--- src/rtl/memory_lsu_pkg.sv ---
// Shared decode constants, FSM state type and request-decode helpers for the load/store unit.
// Build option: MEMORY_LSU_MISALIGN_SPLIT_EN turns on two-beat handling of word-crossing accesses.
package memory_lsu_pkg;

  localparam logic [1:0] MEM_OP_NONE = 2'b00;
  localparam logic [1:0] MEM_OP_LD   = 2'b01;
  localparam logic [1:0] MEM_OP_ST   = 2'b10;

  localparam logic [2:0] MEM_FUNCT_LB  = 3'b000;
  localparam logic [2:0] MEM_FUNCT_LH  = 3'b001;
  localparam logic [2:0] MEM_FUNCT_LW  = 3'b010;
  localparam logic [2:0] MEM_FUNCT_LD  = 3'b011;
  localparam logic [2:0] MEM_FUNCT_LBU = 3'b100;
  localparam logic [2:0] MEM_FUNCT_LHU = 3'b101;
  localparam logic [2:0] MEM_FUNCT_LWU = 3'b110;
  localparam logic [2:0] MEM_FUNCT_SD  = 3'b011;

`ifdef MEMORY_LSU_MISALIGN_SPLIT_EN
  localparam bit SPLIT_EN = 1'b1;
`else
  localparam bit SPLIT_EN = 1'b0;
`endif

  typedef enum logic [2:0] {
    ST_IDLE,
    ST_CMD0,
    ST_WAIT0,
    ST_CMD1,
    ST_WAIT1,
    ST_RESP
  } lsu_state_t;

  // Access size as log2(bytes) lives in the low two funct3 bits.
  function automatic logic [1:0] funct_size_log2(input logic [2:0] funct);
    return funct[1:0];
  endfunction

  function automatic logic funct_legal(input logic [1:0] op, input logic [2:0] funct, input int xlen);
    if (funct == 3'b111) return 1'b0;
    if (op == MEM_OP_ST && funct[2]) return 1'b0;
    if (xlen == 32 && (funct[1:0] == 2'b11 || funct == MEM_FUNCT_LWU)) return 1'b0;
    return 1'b1;
  endfunction

endpackage

--- src/rtl/memory_lsu_if.sv ---
// Request/response and bus-port signal bundle of the load/store unit; slave is the LSU side.
interface memory_lsu_if #(
  parameter int XLEN   = 32,
  parameter int ADDR_W = 32
);
  localparam int NB  = XLEN / 8;
  localparam int OFS = $clog2(NB);

  logic                  req_valid_i;
  logic                  req_ready_o;
  logic [1:0]            mem_op_i;
  logic [2:0]            mem_funct_i;
  logic [ADDR_W-1:0]     mem_addr_i;
  logic [XLEN-1:0]       mem_wdata_i;
  logic                  resp_valid_o;
  logic [XLEN-1:0]       resp_rdata_o;
  logic                  resp_err_o;
  logic                  bus_valid_o;
  logic                  bus_ready_i;
  logic [ADDR_W-OFS-1:0] bus_addr_o;
  logic [NB-1:0]         bus_wen_o;
  logic                  bus_ren_o;
  logic [XLEN-1:0]       bus_wdata_o;
  logic                  bus_rvalid_i;
  logic [XLEN-1:0]       bus_rdata_i;

  modport slave (
    input  req_valid_i, mem_op_i, mem_funct_i, mem_addr_i, mem_wdata_i,
           bus_ready_i, bus_rvalid_i, bus_rdata_i,
    output req_ready_o, resp_valid_o, resp_rdata_o, resp_err_o,
           bus_valid_o, bus_addr_o, bus_wen_o, bus_ren_o, bus_wdata_o
  );

  modport master (
    output req_valid_i, mem_op_i, mem_funct_i, mem_addr_i, mem_wdata_i,
           bus_ready_i, bus_rvalid_i, bus_rdata_i,
    input  req_ready_o, resp_valid_o, resp_rdata_o, resp_err_o,
           bus_valid_o, bus_addr_o, bus_wen_o, bus_ren_o, bus_wdata_o
  );
endinterface

--- src/rtl/memory_lane_align.sv ---
// Combinational byte-lane steering: store strobes/data per beat, and load byte merge plus extension.
// Works on a double-width window so a word-crossing access is just the upper half for beat 1.
module memory_lane_align #(
  parameter int XLEN = 32,
  localparam int NB  = XLEN / 8,
  localparam int OFS = $clog2(NB)
) (
  input  logic [2:0]      funct,
  input  logic [OFS-1:0]  offset,
  input  logic            beat,
  input  logic [XLEN-1:0] wdata,
  input  logic [XLEN-1:0] rdata_lo,
  input  logic [XLEN-1:0] rdata_hi,
  output logic [NB-1:0]   wen,
  output logic [XLEN-1:0] wdata_lane,
  output logic [XLEN-1:0] rdata_ext
);

  logic [2*NB-1:0]   mask_wide;
  logic [2*NB-1:0]   strb_wide;
  logic [2*XLEN-1:0] data_wide;
  logic [XLEN-1:0]   rd_shift;
  logic              sign_bit;
  logic              fill;

  always_comb begin
    case (funct[1:0])
      2'd0:    mask_wide = (2*NB)'(8'h01);
      2'd1:    mask_wide = (2*NB)'(8'h03);
      2'd2:    mask_wide = (2*NB)'(8'h0F);
      default: mask_wide = (2*NB)'(8'hFF);
    endcase
  end

  assign strb_wide  = mask_wide << offset;
  assign data_wide  = {{XLEN{1'b0}}, wdata} << {offset, 3'b000};
  assign wen        = beat ? strb_wide[2*NB-1:NB] : strb_wide[NB-1:0];
  assign wdata_lane = beat ? data_wide[2*XLEN-1:XLEN] : data_wide[XLEN-1:0];

  assign rd_shift = XLEN'({rdata_hi, rdata_lo} >> {offset, 3'b000});

  always_comb begin
    case (funct[1:0])
      2'd0:    sign_bit = rd_shift[7];
      2'd1:    sign_bit = rd_shift[15];
      2'd2:    sign_bit = rd_shift[31];
      default: sign_bit = rd_shift[XLEN-1];
    endcase
  end

  assign fill = sign_bit & ~funct[2];

  // Bytes inside the access keep their data, everything above is the extension bit.
  for (genvar gi = 0; gi < XLEN; gi++) begin : g_ext
    assign rdata_ext[gi] = mask_wide[gi/8] ? rd_shift[gi] : fill;
  end

endmodule

--- src/rtl/memory_lsu.sv ---
// MEM-stage load/store unit: request capture, bus command/wait FSM, beat-0 read holding and response regs.
// With MEMORY_LSU_MISALIGN_SPLIT_EN word-crossing accesses run as two beats, otherwise they fail with err.
module memory_lsu
  import memory_lsu_pkg::*;
#(
  parameter int XLEN   = 32,
  parameter int ADDR_W = 32,
  localparam int NB    = XLEN / 8,
  localparam int OFS   = $clog2(NB)
) (
  input logic        clk_i,
  input logic        rst_i,
  memory_lsu_if.slave lsu
);

  lsu_state_t        state_reg, state_next;
  logic [1:0]        op_reg;
  logic [2:0]        funct_reg;
  logic [ADDR_W-1:0] addr_reg;
  logic [XLEN-1:0]   wdata_reg;
  logic              split_reg;
  logic [XLEN-1:0]   hold_reg;
  logic [XLEN-1:0]   rdata_reg;
  logic              err_reg;

  logic            acc_mem, acc_legal, acc_cross, acc_fail;
  logic            is_load, beat, bus_cmd, last_rd;
  logic [NB-1:0]   align_wen;
  logic [XLEN-1:0] align_wdata, align_rdata, rd_lo, rd_hi;

  assign acc_mem   = (lsu.mem_op_i == MEM_OP_LD) || (lsu.mem_op_i == MEM_OP_ST);
  assign acc_legal = funct_legal(lsu.mem_op_i, lsu.mem_funct_i, XLEN);
  assign acc_cross = (int'(lsu.mem_addr_i[OFS-1:0]) + (1 << funct_size_log2(lsu.mem_funct_i))) > NB;
  assign acc_fail  = acc_mem && (!acc_legal || (acc_cross && !SPLIT_EN));

  assign is_load = (op_reg == MEM_OP_LD);
  assign beat    = (state_reg == ST_CMD1) || (state_reg == ST_WAIT1);
  assign bus_cmd = (state_reg == ST_CMD0) || (state_reg == ST_CMD1);
  assign last_rd = lsu.bus_rvalid_i &&
                   (((state_reg == ST_WAIT0) && !split_reg) || (state_reg == ST_WAIT1));

  always_comb begin
    state_next = state_reg;
    case (state_reg)
      ST_IDLE:  if (lsu.req_valid_i) state_next = (!acc_mem || acc_fail) ? ST_RESP : ST_CMD0;
      ST_CMD0:  if (lsu.bus_ready_i)
                  state_next = is_load ? ST_WAIT0 : (split_reg ? ST_CMD1 : ST_RESP);
      ST_WAIT0: if (lsu.bus_rvalid_i) state_next = split_reg ? ST_CMD1 : ST_RESP;
      ST_CMD1:  if (lsu.bus_ready_i) state_next = is_load ? ST_WAIT1 : ST_RESP;
      ST_WAIT1: if (lsu.bus_rvalid_i) state_next = ST_RESP;
      ST_RESP:  state_next = ST_IDLE;
      default:  state_next = ST_IDLE;
    endcase
  end

  always_ff @(posedge clk_i) begin
    if (rst_i) begin
      state_reg <= ST_IDLE;
      op_reg    <= MEM_OP_NONE;
      funct_reg <= '0;
      addr_reg  <= '0;
      wdata_reg <= '0;
      split_reg <= 1'b0;
      hold_reg  <= '0;
      rdata_reg <= '0;
      err_reg   <= 1'b0;
    end else begin
      state_reg <= state_next;
      if (state_reg == ST_IDLE && lsu.req_valid_i) begin
        op_reg    <= lsu.mem_op_i;
        funct_reg <= lsu.mem_funct_i;
        addr_reg  <= lsu.mem_addr_i;
        wdata_reg <= lsu.mem_wdata_i;
        split_reg <= acc_mem && acc_legal && acc_cross && SPLIT_EN;
        err_reg   <= acc_fail;
        hold_reg  <= '0;
        rdata_reg <= '0;
      end
      if (state_reg == ST_WAIT0 && lsu.bus_rvalid_i) hold_reg <= lsu.bus_rdata_i;
      if (last_rd) rdata_reg <= align_rdata;
    end
  end

  // Beat 1 merges the held low word with the arriving high word.
  assign rd_lo = (state_reg == ST_WAIT1) ? hold_reg : lsu.bus_rdata_i;
  assign rd_hi = (state_reg == ST_WAIT1) ? lsu.bus_rdata_i : '0;

  memory_lane_align #(.XLEN(XLEN)) u_align (
    .funct      (funct_reg),
    .offset     (addr_reg[OFS-1:0]),
    .beat       (beat),
    .wdata      (wdata_reg),
    .rdata_lo   (rd_lo),
    .rdata_hi   (rd_hi),
    .wen        (align_wen),
    .wdata_lane (align_wdata),
    .rdata_ext  (align_rdata)
  );

  assign lsu.req_ready_o  = (state_reg == ST_IDLE);
  assign lsu.resp_valid_o = (state_reg == ST_RESP);
  assign lsu.resp_rdata_o = rdata_reg;
  assign lsu.resp_err_o   = err_reg;
  assign lsu.bus_valid_o  = bus_cmd;
  assign lsu.bus_ren_o    = bus_cmd && is_load;
  assign lsu.bus_addr_o   = addr_reg[ADDR_W-1:OFS] + (ADDR_W-OFS)'(beat);
  assign lsu.bus_wen_o    = (bus_cmd && !is_load) ? align_wen : '0;
  assign lsu.bus_wdata_o  = (bus_cmd && !is_load) ? align_wdata : '0;

endmodule

--- src/flat_wrapper.sv ---
// flat-port wrapper written by rule: the top's interface ports become plain ports
module memory_lsu_flat import memory_lsu_pkg::*;
#(
  parameter int XLEN   = 32,
  parameter int ADDR_W = 32,
  localparam int NB    = XLEN / 8,
  localparam int OFS   = $clog2(NB)
)
  (clk_i, rst_i, lsu_req_valid_i, lsu_mem_op_i, lsu_mem_funct_i, lsu_mem_addr_i, lsu_mem_wdata_i, lsu_bus_ready_i, lsu_bus_rvalid_i, lsu_bus_rdata_i, lsu_req_ready_o, lsu_resp_valid_o, lsu_resp_rdata_o, lsu_resp_err_o, lsu_bus_valid_o, lsu_bus_addr_o, lsu_bus_wen_o, lsu_bus_ren_o, lsu_bus_wdata_o);
  memory_lsu_if #(.XLEN(XLEN), .ADDR_W(ADDR_W)) lsu_i ();
  input logic clk_i;
  input logic rst_i;
  input wire logic [$bits(lsu_i.req_valid_i)-1:0] lsu_req_valid_i;
  input wire logic [$bits(lsu_i.mem_op_i)-1:0] lsu_mem_op_i;
  input wire logic [$bits(lsu_i.mem_funct_i)-1:0] lsu_mem_funct_i;
  input wire logic [$bits(lsu_i.mem_addr_i)-1:0] lsu_mem_addr_i;
  input wire logic [$bits(lsu_i.mem_wdata_i)-1:0] lsu_mem_wdata_i;
  input wire logic [$bits(lsu_i.bus_ready_i)-1:0] lsu_bus_ready_i;
  input wire logic [$bits(lsu_i.bus_rvalid_i)-1:0] lsu_bus_rvalid_i;
  input wire logic [$bits(lsu_i.bus_rdata_i)-1:0] lsu_bus_rdata_i;
  output wire logic [$bits(lsu_i.req_ready_o)-1:0] lsu_req_ready_o;
  output wire logic [$bits(lsu_i.resp_valid_o)-1:0] lsu_resp_valid_o;
  output wire logic [$bits(lsu_i.resp_rdata_o)-1:0] lsu_resp_rdata_o;
  output wire logic [$bits(lsu_i.resp_err_o)-1:0] lsu_resp_err_o;
  output wire logic [$bits(lsu_i.bus_valid_o)-1:0] lsu_bus_valid_o;
  output wire logic [$bits(lsu_i.bus_addr_o)-1:0] lsu_bus_addr_o;
  output wire logic [$bits(lsu_i.bus_wen_o)-1:0] lsu_bus_wen_o;
  output wire logic [$bits(lsu_i.bus_ren_o)-1:0] lsu_bus_ren_o;
  output wire logic [$bits(lsu_i.bus_wdata_o)-1:0] lsu_bus_wdata_o;
  assign lsu_i.req_valid_i = lsu_req_valid_i;
  assign lsu_i.mem_op_i = lsu_mem_op_i;
  assign lsu_i.mem_funct_i = lsu_mem_funct_i;
  assign lsu_i.mem_addr_i = lsu_mem_addr_i;
  assign lsu_i.mem_wdata_i = lsu_mem_wdata_i;
  assign lsu_i.bus_ready_i = lsu_bus_ready_i;
  assign lsu_i.bus_rvalid_i = lsu_bus_rvalid_i;
  assign lsu_i.bus_rdata_i = lsu_bus_rdata_i;
  assign lsu_req_ready_o = lsu_i.req_ready_o;
  assign lsu_resp_valid_o = lsu_i.resp_valid_o;
  assign lsu_resp_rdata_o = lsu_i.resp_rdata_o;
  assign lsu_resp_err_o = lsu_i.resp_err_o;
  assign lsu_bus_valid_o = lsu_i.bus_valid_o;
  assign lsu_bus_addr_o = lsu_i.bus_addr_o;
  assign lsu_bus_wen_o = lsu_i.bus_wen_o;
  assign lsu_bus_ren_o = lsu_i.bus_ren_o;
  assign lsu_bus_wdata_o = lsu_i.bus_wdata_o;
  memory_lsu #(.XLEN(XLEN), .ADDR_W(ADDR_W)) u_core (.clk_i(clk_i), .rst_i(rst_i), .lsu(lsu_i));
endmodule
--- config.mk ---
export PLATFORM = sky130hd
export DESIGN_NAME = memory_lsu_flat
export DESIGN_NICKNAME = d
export VERILOG_FILES = /design/src/rtl/memory_lsu_pkg.sv /design/src/rtl/memory_lsu_if.sv /design/src/rtl/memory_lane_align.sv /design/src/rtl/memory_lsu.sv /design/src/flat_wrapper.sv
export SDC_FILE = /design/constraint.sdc
export NUM_CORES = 1
export LEC_CHECK = 0
export CORE_MARGIN = 8
export CORE_UTILIZATION = 25
export DETAILED_ROUTE_END_ITERATION = 8
export SLEW_MARGIN = 20
export SYNTH_ARGS = -nofsm -noshare
export SYNTH_HDL_FRONTEND = slang
export SYNTH_HIERARCHICAL = 1
export SYNTH_SLANG_ARGS = --single-unit
--- constraint.sdc ---
create_clock -name clk_i -period 4 [get_ports clk_i]
set_clock_uncertainty 0.2 [all_clocks]
set_input_delay 0.6 -clock clk_i [delete_from_list [all_inputs] [get_ports clk_i]]
set_output_delay 0.6 -clock clk_i [all_outputs]
set_load 0.03 [all_outputs]
# [Yosys cells after proc, flatten, opt, wreduce, memory -nomap -nowiden]
# Cells that the tools add are included.
[totals] register_bits=137 in_bits=106 output_inout_bits=103 elab_cells=121
[classes] addsub=2 n_lt_le_gt_ge=1 eq_ne=18 n_shift=4 muxes=63 bitwise=2 n_reduce_logical=23
[op_table] cell="32-bit 2-to-1 mux" count=7
[op_table] cell="32-bit by 5-bit << shifter with 64-bit output" count=1
[op_table] cell="64-bit by 5-bit right shift with 32-bit output" count=1
[op_table] cell="1-bit 2-to-1 mux" count=45
[op_table] cell="3-bit by 32-bit adder with 32-bit output" count=1
[op_table] cell="32-bit by 4-bit > comparator with 1-bit output (second input constant)" count=1
[op_table] cell="1-bit by 2-bit << shifter with 32-bit output (first input constant)" count=1
[op_table] cell="30-bit by 1-bit adder with 30-bit output" count=1
[op_table] cell="8-bit case mux with 3 select lines" count=1
[op_table] cell="3-bit 2-to-1 mux" count=6
[op_table] cell="3-bit equality test (second input constant)" count=4
[op_table] cell="3-bit case mux with 4 select lines" count=1
[op_table] cell="2-bit inequality test (second input constant)" count=5
[op_table] cell="4-bit 2-to-1 mux" count=2
[op_table] cell="8-bit by 2-bit << shifter with 8-bit output" count=1
[op_table] cell="1-bit logical AND" count=7
[op_table] cell="1-bit logical OR" count=7
[op_table] cell="2-bit by 1-bit equality test with 1-bit output (second input constant)" count=3
[op_table] cell="2-bit equality test (second input constant)" count=3
[op_table] cell="3-bit by 2-bit equality test with 1-bit output (second input constant)" count=2
[op_table] cell="5-bit AND reduction" count=1
[op_table] cell="2-bit nonzero test" count=2
[op_table] cell="3-bit by 1-bit equality test with 1-bit output (second input constant)" count=1
[op_table] cell="1-bit zero test" count=3
[op_table] cell="6 further kinds" count=6

# [Depth between registers and ports, before layout]
# Gate-level depths: netlist (run 1).
[depth] depth_word=16 ltp_mapped=12

# [By module]
# Netlist (run 1), hierarchy kept.
[modules_own_cells] mod="memory_lsu" n_inst=1 cells_per_inst=812 area_each_um2=6379.9 seq_area_each_um2=2742.6
[modules_own_cells] mod="memory_lane_align" n_inst=1 cells_per_inst=228 area_each_um2=2021.9 seq_area_each_um2=0.0

# [Worst setup path after synthesis (run 1)]
# Ideal clock, no wire load.
[synth_path] kind="register to output" startpoint="register u_core.state_reg[0]" endpoint="output lsu_bus_addr_o[12]" arrival_time_ns=3.219 required_ns=3.200 path_slack_ns=-0.019 path_stages_with_launch=13 path_buffers=3 path_cell_list="dfxtp_1 clkbuf_1 nor2_1 and2_1 clkbuf_1 buf_2 o21bai_1 ha_1 ha_1 nand3_1 nor3_1 nand4_1 xnor2_1"
[synth_via] elab_chain_len=3 word_cells_on_any_way=4
[synth_rtl] item="start: declaration" line="memory_lsu.sv:16" text="lsu_state_t state_reg, state_next;"
[synth_rtl] item="start signal: assignment" line="memory_lsu.sv:68" text="state_reg <= state_next;"
[synth_rtl] item="3-bit by 2-bit equality test with 1-bit output / 3-bit equality test (equally long branches)" line="memory_lsu.sv:37" text="assign beat = (state_reg == ST_CMD1) || (state_reg == ST_WAIT1);"
[synth_rtl] item="1-bit logical OR *" line="memory_lsu.sv:37"
[synth_rtl] item="net u_core.beat" line="memory_lsu.sv:27" text="logic is_load, beat, bus_cmd, last_rd;"
[synth_rtl] item="30-bit by 1-bit adder with 30-bit output *" line="memory_lsu.sv:106" text="assign lsu.bus_addr_o = addr_reg[ADDR_W-1:OFS] + (ADDR_W-OFS)'(beat);"
[synth_rtl] item="end: declaration" line="flat_wrapper.sv:26" text="output wire logic [$bits(lsu_i.bus_addr_o)-1:0] lsu_bus_addr_o;"
# Mark *: on every way through the listed nets, which the timed path passes. The rest lies on a longest branch.

# [Worst setup path after layout (run 1)]
[layout_path] startpoint="register u_core.state_reg[0]" endpoint="output lsu_bus_wen_o[2]"
[layout_via] elab_chain_len=4 word_cells_on_any_way=8
[layout_rtl] item="3-bit by 2-bit equality test with 1-bit output / 3-bit equality test (equally long branches)" line="memory_lsu.sv:37"
[layout_rtl] item="1-bit logical OR *" line="memory_lsu.sv:37"
[layout_rtl] item="net u_core.beat" line="memory_lsu.sv:27"
[layout_rtl] item="4-bit 2-to-1 mux *" line="memory_lane_align.sv:37" text="assign wen = beat ? strb_wide[2*NB-1:NB] : strb_wide[NB-1:0];"
[layout_rtl] item="net u_core.align_wen[2]" line="memory_lsu.sv:28" text="logic [NB-1:0] align_wen;"
[layout_rtl] item="4-bit 2-to-1 mux *" line="memory_lsu.sv:107" text="assign lsu.bus_wen_o = (bus_cmd && !is_load) ? align_wen : '0;"
[layout_rtl] item="end: declaration" line="flat_wrapper.sv:27" text="output wire logic [$bits(lsu_i.bus_wen_o)-1:0] lsu_bus_wen_o;"
# Marked as above.

==> flow_summary.json, run 1 <==
{
  "swShare_pct": 37.44,
  "layout-drive-gt1-share_pct": 17.10,
  "num-nets-final": 1292,
  "grt_first_pass_wirelength_microns": 45890,
  "max-vdd-ir-drop_uv": 296.0,
  "drv_slew": 0,
  "fin_crit_ns": 3.779,
  "status": "finished, final reports clean",
  "num_vias": 8085,
  "viasPerCell": 4.924,
  "slew_headroom_pct": 34.44,
  "critical_path.max_fanout": 12,
  "required_ns": 3.20,
  "cts.path.max_buffers": 2,
  "rr_endpoint": "u_core/lsu.resp_rdata_o[24]$_SDFFE_PP0P_",
  "clkTransAtPathRegs_ns": 0.06,
  "endpoint": "lsu_bus_wen_o[2]",
  "postRouteAntennaNets": 0,
  "min_period_over_period_pct": 94.48,
  "cp-start-kind": "flop",
  "criticalPathCategory": "flop to output pin",
  "die_area_sq_um": 39510,
  "routabilityCongestion": 0.8252,
  "crit_path_end_kind": "output pin",
  "routed_wl_microns": 29610,
  "areaGrowthSynthToFinish_pct": 36.03,
  "wl_per_cell_microns": 18.03,
  "grt_pass1_vias": 8072,
  "syn_nets": 1144,
  "clockRootBuffer": "clkbuf_16",
  "drc": 0,
  "cts_buffers": 17,
  "post-cts-setup-buffers": 0,
  "io_buffers": 208,
  "yosysWarningCount": 6,
  "cap_violations": 0,
  "grt_overflow": 0,
  "fmax_mhz": 264.6,
  "drt_pass1_iterations": 5,
  "crit_start": "u_core/state_reg[0]$_SDFFE_PP0P_",
  "layout_common_cells": "nand2_1, clkdlybuf4s50_1, dfxtp_1",
  "powerDensity_nw_per_um2": 462.2,
  "grt_max_degree": 78,
  "r2r_cells": 10,
  "p_comb_share_pct": 37.6,
  "final_common_cell": "nand2_1",
  "pin_count": 209,
  "cts.htree.levels": 4,
  "coreArea_sq_um": 33200,
  "p_leak_nw": 4.083,
  "tns_ns": 0,
  "final-setup-viol-count": 0,
  "whs_ns": 0.2637,
  "clkSinkCount": 137,
  "synth_area_sq_um": 8352,
  "antenna_found_initial": 3,
  "p_seq_share_pct": 31.3,
  "die_h_microns": 198.8,
  "place_ws_ns": 0.5118,
  "worstPathArrival_ns": 2.98,
  "start_util_pct": 25.16,
  "power_frac_clock_pct": 31.0,
  "track_usage_pct": 14.78,
  "worst_pin_slew_ns": 0.9835,
  "r2r_slack_ns": 0.68,
  "synthCells": 1032,
  "die_x_microns": 198.8,
  "min_path_type": "flop to flop",
  "syn_area_per_cell_sq_um": 8.093,
  "hold_viol_final": 0,
  "cts_tree": "built",
  "row_count": 67,
  "ctsHoldBuffers": 0,
  "regToRegStartpoint": "u_core/state_reg[0]$_SDFFE_PP0P_",
  "p_switching_mw": 1.966,
  "rsz0062_at_grt": "no",
  "dp_hpwl_microns": 21680,
  "p_int_mw": 3.285,
  "clkLatencyLatePin_ns": 0.43,
  "dr.first_iter.drc_count": 611,
  "setup_slack_ns": 0.2206
}
-- critical path, cell delays in order (launching register included) --
cell and delay, ns:
dfxtp_2 0.43, nor2_1 0.08, and2_1 0.17, o21bai_2 0.23, buf_4 0.19, inv_1 0.16, nor2_1 0.08, a2111oi_0 0.37
and2_1 0.17, clkdlybuf4s50_1 0.69
-- how the worst min path moves through the flow --
stage	from	end	slack (ns)	depth (start not counted)
final	u_core/hold_reg[21]$_SDFFE_PP0P_	u_core/hold_reg[21]$_SDFFE_PP0P_	0.26	2
after detailed placement	u_core/hold_reg[9]$_SDFFE_PP0P_	u_core/hold_reg[9]$_SDFFE_PP0P_	0.26	2
after floorplan	u_core/addr_reg[1]$_SDFFE_PP0P_	u_core/addr_reg[1]$_SDFFE_PP0P_	0.23	2
after global routing	u_core/hold_reg[28]$_SDFFE_PP0P_	u_core/hold_reg[28]$_SDFFE_PP0P_	0.28	2
after CTS	u_core/hold_reg[9]$_SDFFE_PP0P_	u_core/hold_reg[9]$_SDFFE_PP0P_	0.27	2
after global placement	u_core/hold_reg[20]$_SDFFE_PP0P_	u_core/hold_reg[20]$_SDFFE_PP0P_	0.25	2
-- power groups by stage --
stage	Combinational, mW	Clock (mW)	Sequential (mW)
6_report	1.98	1.63	1.65
2_1_floorplan	1.33	0	1.65
3_3_place_gp	1.97	0	1.67
3_5_place_dp	1.99	0	1.67
5_1_grt	2.15	1.73	1.67
4_1_cts	1.99	1.67	1.64
-- area by class of cell --
| cell class | count | area [sq um] |
|---|---|---|
| flip-flops and latches | 137 | 2750 |
| clock inverters | 14 | 161.4 |
| repair buffers | 227 | 2200 |
| multi-input cells | 787 | 5210 |
| diodes | 1 | 2.502 |
| inverters | 10 | 37.54 |
| fillers | 3487 | 21840 |
| well taps | 448 | 560.5 |
| clock buffers | 18 | 439.2 |
-- metrics by stage --
stage	area (sq um)	total power, mW	instances	utilization [%]
2_1_floorplan	8352	2.981	1032	-
3_3_place_gp	10730	3.633	1609	32.31
3_5_place_dp	10730	3.659	1609	32.31
4_1_cts	11330	5.305	1641	34.12
5_1_grt	11360	5.550	1642	34.22
6_report	11360	5.251	1642	34.22
-- what timing repair did --
action                                 in CTS  in global routing
endpoints found under the hold margin       0                  0
resized for setup                           0                  7
setup endpoints to repair                   0                 12
-- metal layers --
layer	part of all wire, %	up-vias	global-route usage, %
li1	-	3959	-
met2	47	251	24.19
met1	43	3844	18.44
met4	1.5	4	3.870
met5	0.074	-	0
met3	7.8	27	4.889
Note: power is estimated with default switching activity, not from simulation.
==> run 2: changes to the inputs <==
--- a/config.mk
+++ b/config.mk
@@ -6,7 +6,8 @@
 export NUM_CORES = 1
 export LEC_CHECK = 0
 export CORE_MARGIN = 8
-export CORE_UTILIZATION = 25
+export CORE_UTILIZATION = 30
+export CTS_CLUSTER_DIAMETER = 30
 export DETAILED_ROUTE_END_ITERATION = 8
 export SLEW_MARGIN = 20
 export SYNTH_ARGS = -nofsm -noshare
==> run 2 against run 1 <==
Cell count fell by 4.0%; critical endpoint is now lsu_bus_wen_o[0]; worst setup slack gained 0.040 ns; combinational power is 2% lower; highest routed layer unchanged; via count hardly changed.
==> flow_summary.json, run 2 (synthesis results as in run 1) <==
{
  "hold_viol_final": 0,
  "swShare_pct": 38.09,
  "layout-drive-gt1-share_pct": 16.56,
  "areaGrowthSynthToFinish_pct": 33.68,
  "num-nets-final": 1295,
  "clkTransAtPathRegs_ns": 0.06,
  "start_util_pct": 30.23,
  "powerDensity_nw_per_um2": 460.3,
  "wl_per_cell_microns": 18.07,
  "crit_buf_inv": 4,
  "grt_pass1_vias": 8017,
  "min_path_cells": 2,
  "num_vias": 8088,
  "rsz0062_at_grt": "no",
  "drc": 0,
  "grt_max_degree": 77,
  "required_ns": 3.20,
  "clkLatencyLatePin_ns": 0.42,
  "fin_crit_ns": 3.740,
  "worstPathArrival_ns": 2.94,
  "place_ws_ns": 0.5072,
  "cts.path.max_buffers": 2,
  "io_buffers": 208,
  "slowest_delay_ns": 0.67,
  "viasPerCell": 5.132,
  "antenna_found_initial": 3,
  "row_count": 61,
  "dr.first_iter.drc_count": 673,
  "slowest_stage": "clkdlybuf4s50_1",
  "die_h_microns": 182.9,
  "p_leak_nw": 4.031,
  "status": "finished, final reports clean",
  "critical_path.max_fanout": 14,
  "p_int_mw": 3.181,
  "regArea_sq_um": 2749,
  "worst_pin_slew_ns": 0.9786,
  "crit_path_end_kind": "output pin",
  "cp-start-kind": "flop",
  "min_period_over_period_pct": 93.49,
  "fmax_mhz": 267.4,
  "crit_cells": 10,
  "cts_buffers": 17,
  "die_area_sq_um": 33430,
  "drv_slew": 0,
  "utilization_pct": 40.41,
  "criticalPathCategory": "flop to output pin",
  "postRouteAntennaNets": 0,
  "die_x_microns": 182.9,
  "ctsHoldBuffers": 0,
  "coreArea_sq_um": 27630,
  "routabilityCongestion": 0.8406,
  "total_power_mw": 5.139,
  "grt_overflow": 0,
  "drt_pass1_iterations": 5,
  "grt_first_pass_wirelength_microns": 44980,
  "tns_ns": 0,
  "post-cts-setup-buffers": 0,
  "slew_headroom_pct": 34.76,
  "final-setup-viol-count": 0,
  "clkSinkCount": 137,
  "setup_slack_ns": 0.2603,
  "p_switching_mw": 1.957,
  "fillers": 2903,
  "cap_violations": 0,
  "pin_count": 209,
  "power_frac_clock_pct": 30.1,
  "clockRootBuffer": "clkbuf_16",
  "min_path_type": "flop to flop",
  "dp_cells": 1542,
  "layout_common_cells": "nand2_1, clkdlybuf4s50_1, dfxtp_1",
  "r2r_cells": 10,
  "crit_path_cell_trace": "nor2_1 -> and2_1 -> o21bai_1 -> buf_4 -> inv_1 -> buf_4 -> a21oi_1 -> o32ai_1 -> and2_1 -> clkdlybuf4s50_1",
  "p_comb_share_pct": 37.8,
  "p_seq_share_pct": 32.1,
  "max-vdd-ir-drop_uv": 232.2,
  "track_usage_pct": 16.84,
  "cts.htree.levels": 4,
  "final_common_cell": "nand2_1",
  "layout.cells.non_filler": 1576,
  "cts_tree": "built",
  "crit_family": "buffers and inverters",
  "routed_wl_microns": 28480,
  "dp_hpwl_microns": 20480,
  "multiInputGateArea_sq_um": 5192
}
run 2: changes by cell type in the layout (fill, tap and decap cells not counted), sizes merged:
cell	before	now
bufinv	2	0
diode	1	2
clkdlybuf4s50	148	155
clkinvlp	3	2
inv	16	17
clkinv	3	4
buf	79	75
clkbuf	18	19
run 2: path summary, 6_finish.rpt:
kind / slack, ns / from / endpoint
setup / recovery: 0.26 / u_core/state_reg[0]$_SDFFE_PP0P_ / lsu_bus_wen_o[0]
hold / removal: 0.26 / u_core/hold_reg[29]$_SDFFE_PP0P_ / u_core/hold_reg[29]$_SDFFE_PP0P_
setup reg to reg: 0.60 / u_core/state_reg[0]$_SDFFE_PP0P_ / u_core/lsu.resp_rdata_o[21]$_SDFFE_PP0P_
hold reg to reg: 0.26 / u_core/hold_reg[29]$_SDFFE_PP0P_ / u_core/hold_reg[29]$_SDFFE_PP0P_
run 2: per-layer routing:
layer	wire, microns	GRT usage [%]	part of all wire [%]
met5	8	0	0.028
met3	2336	5.402	8.2
met1	12470	20.98	44
met2	13080	27.23	46
met4	585	5.530	2.1
run 2: what timing repair did:
action,in CTS,in global routing
endpoints found under the hold margin,0,0
endpoints found under the setup margin,0,13
resized for setup,0,5
run 2: per-stage QoR:
step,hold WS (ns),area [sq um]
after floorplan,0.2330,8352
after global placement,0.2500,10570
after detailed placement,0.2549,10570
after CTS,0.2646,11140
after global routing,0.2834,11160
final,0.2626,11160
run 2: cell type report:
cell class | instances | share of cell area [%]
multi-input cells | 787 | 46.51
flip-flops and latches | 137 | 24.62
repair buffers | 230 | 19.16
well taps | 378 | 4.236
clock buffers | 19 | 4.158
clock inverters | 13 | 0.9302
inverters | 10 | 0.3362
diodes | 2 | 0.04483
run 2: worst reg2reg max path, cell delays in order, from the launching register on:
cell	delay (ns)
dfxtp_2	0.37
nor2_1	0.12
and2_1	0.16
buf_4	0.41
mux2_2	0.42
mux4_2	0.53
a221oi_4	0.31
buf_4	0.34
o211ai_1	0.15
a22oi_1	0.20
nor2_1	0.05
run 2: power groups by stage:
stage	logic, mW	registers (mW)	clock network, mW
finish	1.94	1.65	1.55
global placement	1.93	1.68	0
CTS	1.95	1.65	1.58
floorplan	1.33	1.65	0
detailed placement	1.94	1.68	0
global route	2.11	1.67	1.64
==> edit, RTL diff (config.mk and constraints of run 2) <==
`ADDR_W` is set to 32 in 3 places; all go to 16.
--- a/src/rtl/memory_lsu_if.sv
+++ b/src/rtl/memory_lsu_if.sv
@@ -2,5 +2,5 @@
 interface memory_lsu_if #(
   parameter int XLEN   = 32,
-  parameter int ADDR_W = 32
+  parameter int ADDR_W = 16
 );
   localparam int NB  = XLEN / 8;
--- a/src/rtl/memory_lsu.sv
+++ b/src/rtl/memory_lsu.sv
@@ -5,5 +5,5 @@
 #(
   parameter int XLEN   = 32,
-  parameter int ADDR_W = 32,
+  parameter int ADDR_W = 16,
   localparam int NB    = XLEN / 8,
   localparam int OFS   = $clog2(NB)
--- a/src/flat_wrapper.sv
+++ b/src/flat_wrapper.sv
@@ -3,5 +3,5 @@
 #(
   parameter int XLEN   = 32,
-  parameter int ADDR_W = 32,
+  parameter int ADDR_W = 16,
   localparam int NB    = XLEN / 8,
   localparam int OFS   = $clog2(NB)
Interface: changed (resized lsu_bus_addr_o and lsu_mem_addr_i); port bits go from 209 to 177. The function was not compared with the original's and may differ.
==> edit against run 2 <==
Power down 17%. Setup slack lost 0.052 ns. First-iteration DRC count is 10% lower. Cell count fell by 13%. Routed wire length down 12%. Non-clock buffer count fell by 35. Core utilization is 0.28 points lower. Cell area fell by 10%. Sequential cell count is 16 lower. Area after synthesis decreased by 9.7%. Largest cell class unchanged. Largest power group is now the clock network. Highest routed layer is now met4.
==> edit: results (changes against run 2) <==
| Metric | Value |
|---|---|
| Post-CTS sizing | `0 (unchanged)` |
| Non-clock inverter count in the final layout | `8 (-2)` |
| Clock buf/inv share | `5.68% (+0.60 points)` |
| Largest net degree at the start of global routing | `77 (unchanged)` |
| Routed vias/inst | `5.23 (+1.8%)` |
| Detailed Place HPWL | `18.1 mm (-12%)` |
| Reg-to-Reg End | `u_core/lsu.resp_rdata_o[27]` |
| Fin area | `10000 um^2 (-10%)` |
| Hold Path Sink | `u_core/lsu.resp_err_o` |
| Crit path to | `lsu_bus_wdata_o[10]` |
| Worst vdd ir | `0.183 mV (-21%)` |
| Buffers excl. clock | `195 (-15%)` |
| Port Buffers | `176 (-15%)` |
| Hold Path Class | `reg2reg` |
| Top Metal Used | `met4` |
| Met3 WL | `1.60 mm (-31%)` |
| GRT met3 Usage | `4.94% (-0.46 points)` |
| Initial antenna violation count | `0 (-3)` |
| Wire per inst | `18.4 um (+1.7%)` |
| Slew @ Worst Pin | `0.959 ns (-0.0201 ns)` |
| Register area | `2430 um^2 (-12%)` |
| Synthesized area per cell | `8.35 um^2 (+3.1%)` |
| CTS sink count | `121 (-12%)` |
| Worst hold slack | `0.259 ns (-0.00362 ns)` |
| Layout cells sized above 1 | `17.2% (+0.69 points)` |
| Routed vias | `7148 (-12%)` |
| Routed length on met1 | `10.5 mm (-16%)` |
| Met2 WL | `12.5 mm (-4.8%)` |
| FMAX | `264 MHz (-1.4%)` |
| Placed Area | `9450 um^2 (-11%)` |
| Dpl cells | `1338 (-13%)` |
| Filler cells | `2545 (-12%)` |
| CP max FO | `16 (+2)` |
| GRT met1 Usage | `19.0% (-2.0 points)` |
| Area of the multi-input gates | `4660 um^2 (-10%)` |
| GRT Total Usage | `16.2% (-0.65 points)` |
| Final estimated routing congestion in global placement | `0.806 (-4.1%)` |
| Leak | `3.65 nW (-9.5%)` |
| Antenna diodes | `0 (-2)` |
| Row count | `58 (-4.9%)` |
| Reg2Reg Depth | `9 (-1)` |
| Vias in the first global route | `6960 (-13%)` |
| Hold Crit Start | `u_core/lsu.resp_err_o` |
| #MultiIn Comb | `684 (-13%)` |
| Clkbuf count | `21 (+2)` |
| Pre-CTS setup slack | `0.610 ns (+0.103 ns)` |
| NonClk Buf Share | `19.1% (-0.053 points)` |
| Nets | `1123 (-13%)` |
| Setup crit start | `u_core/state_reg[1]` |
| DRT iter0 DRCs | `603 (-10%)` |
| Met2 Use GR | `27.6% (+0.33 points)` |
| Syn nets | `1000 (-13%)` |
| Reg2reg setup slack | `0.70 ns (+0.10 ns)` |
| Outcome | `finished clean` |
| First-pass GRT wire length | `39.5 mm (-12%)` |
## edit: changes by cell type in the layout (fill, tap and decap cells not counted), moves of 7 or more
cell | before | now
dfxtp_1 | 134 | 118
buf_4 | 73 | 51
buf_12 | 2 | 9
clkdlybuf4s50_1 | 155 | 135
nand4_1 | 10 | 1
xor2_1 | 12 | 4
and3_1 | 33 | 43
nand2_1 | 206 | 167
a21oi_1 | 107 | 90
inv_6 | 7 | 0
and2_1 | 39 | 27
xnor2_1 | 17 | 10
## edit: power breakdown
part | switching, mW | leakage, nW | total (mW) | internal (mW)
logic | 0.767 | 2.38 | 1.38 | 0.616
clock network | 0.560 | 0.288 | 1.51 | 0.952
registers | 0.0988 | 0.984 | 1.38 | 1.29
total | 1.43 | 3.65 | 4.28 | 2.85
## edit: critical path: stages, from the launching register on
cell and delay, ns:
dfxtp_1 0.64, nor3b_4 0.09, a21o_1 0.30, or2_2 0.47, o22ai_1 0.20, and3_1 0.18
clkdlybuf4s50_1 0.69
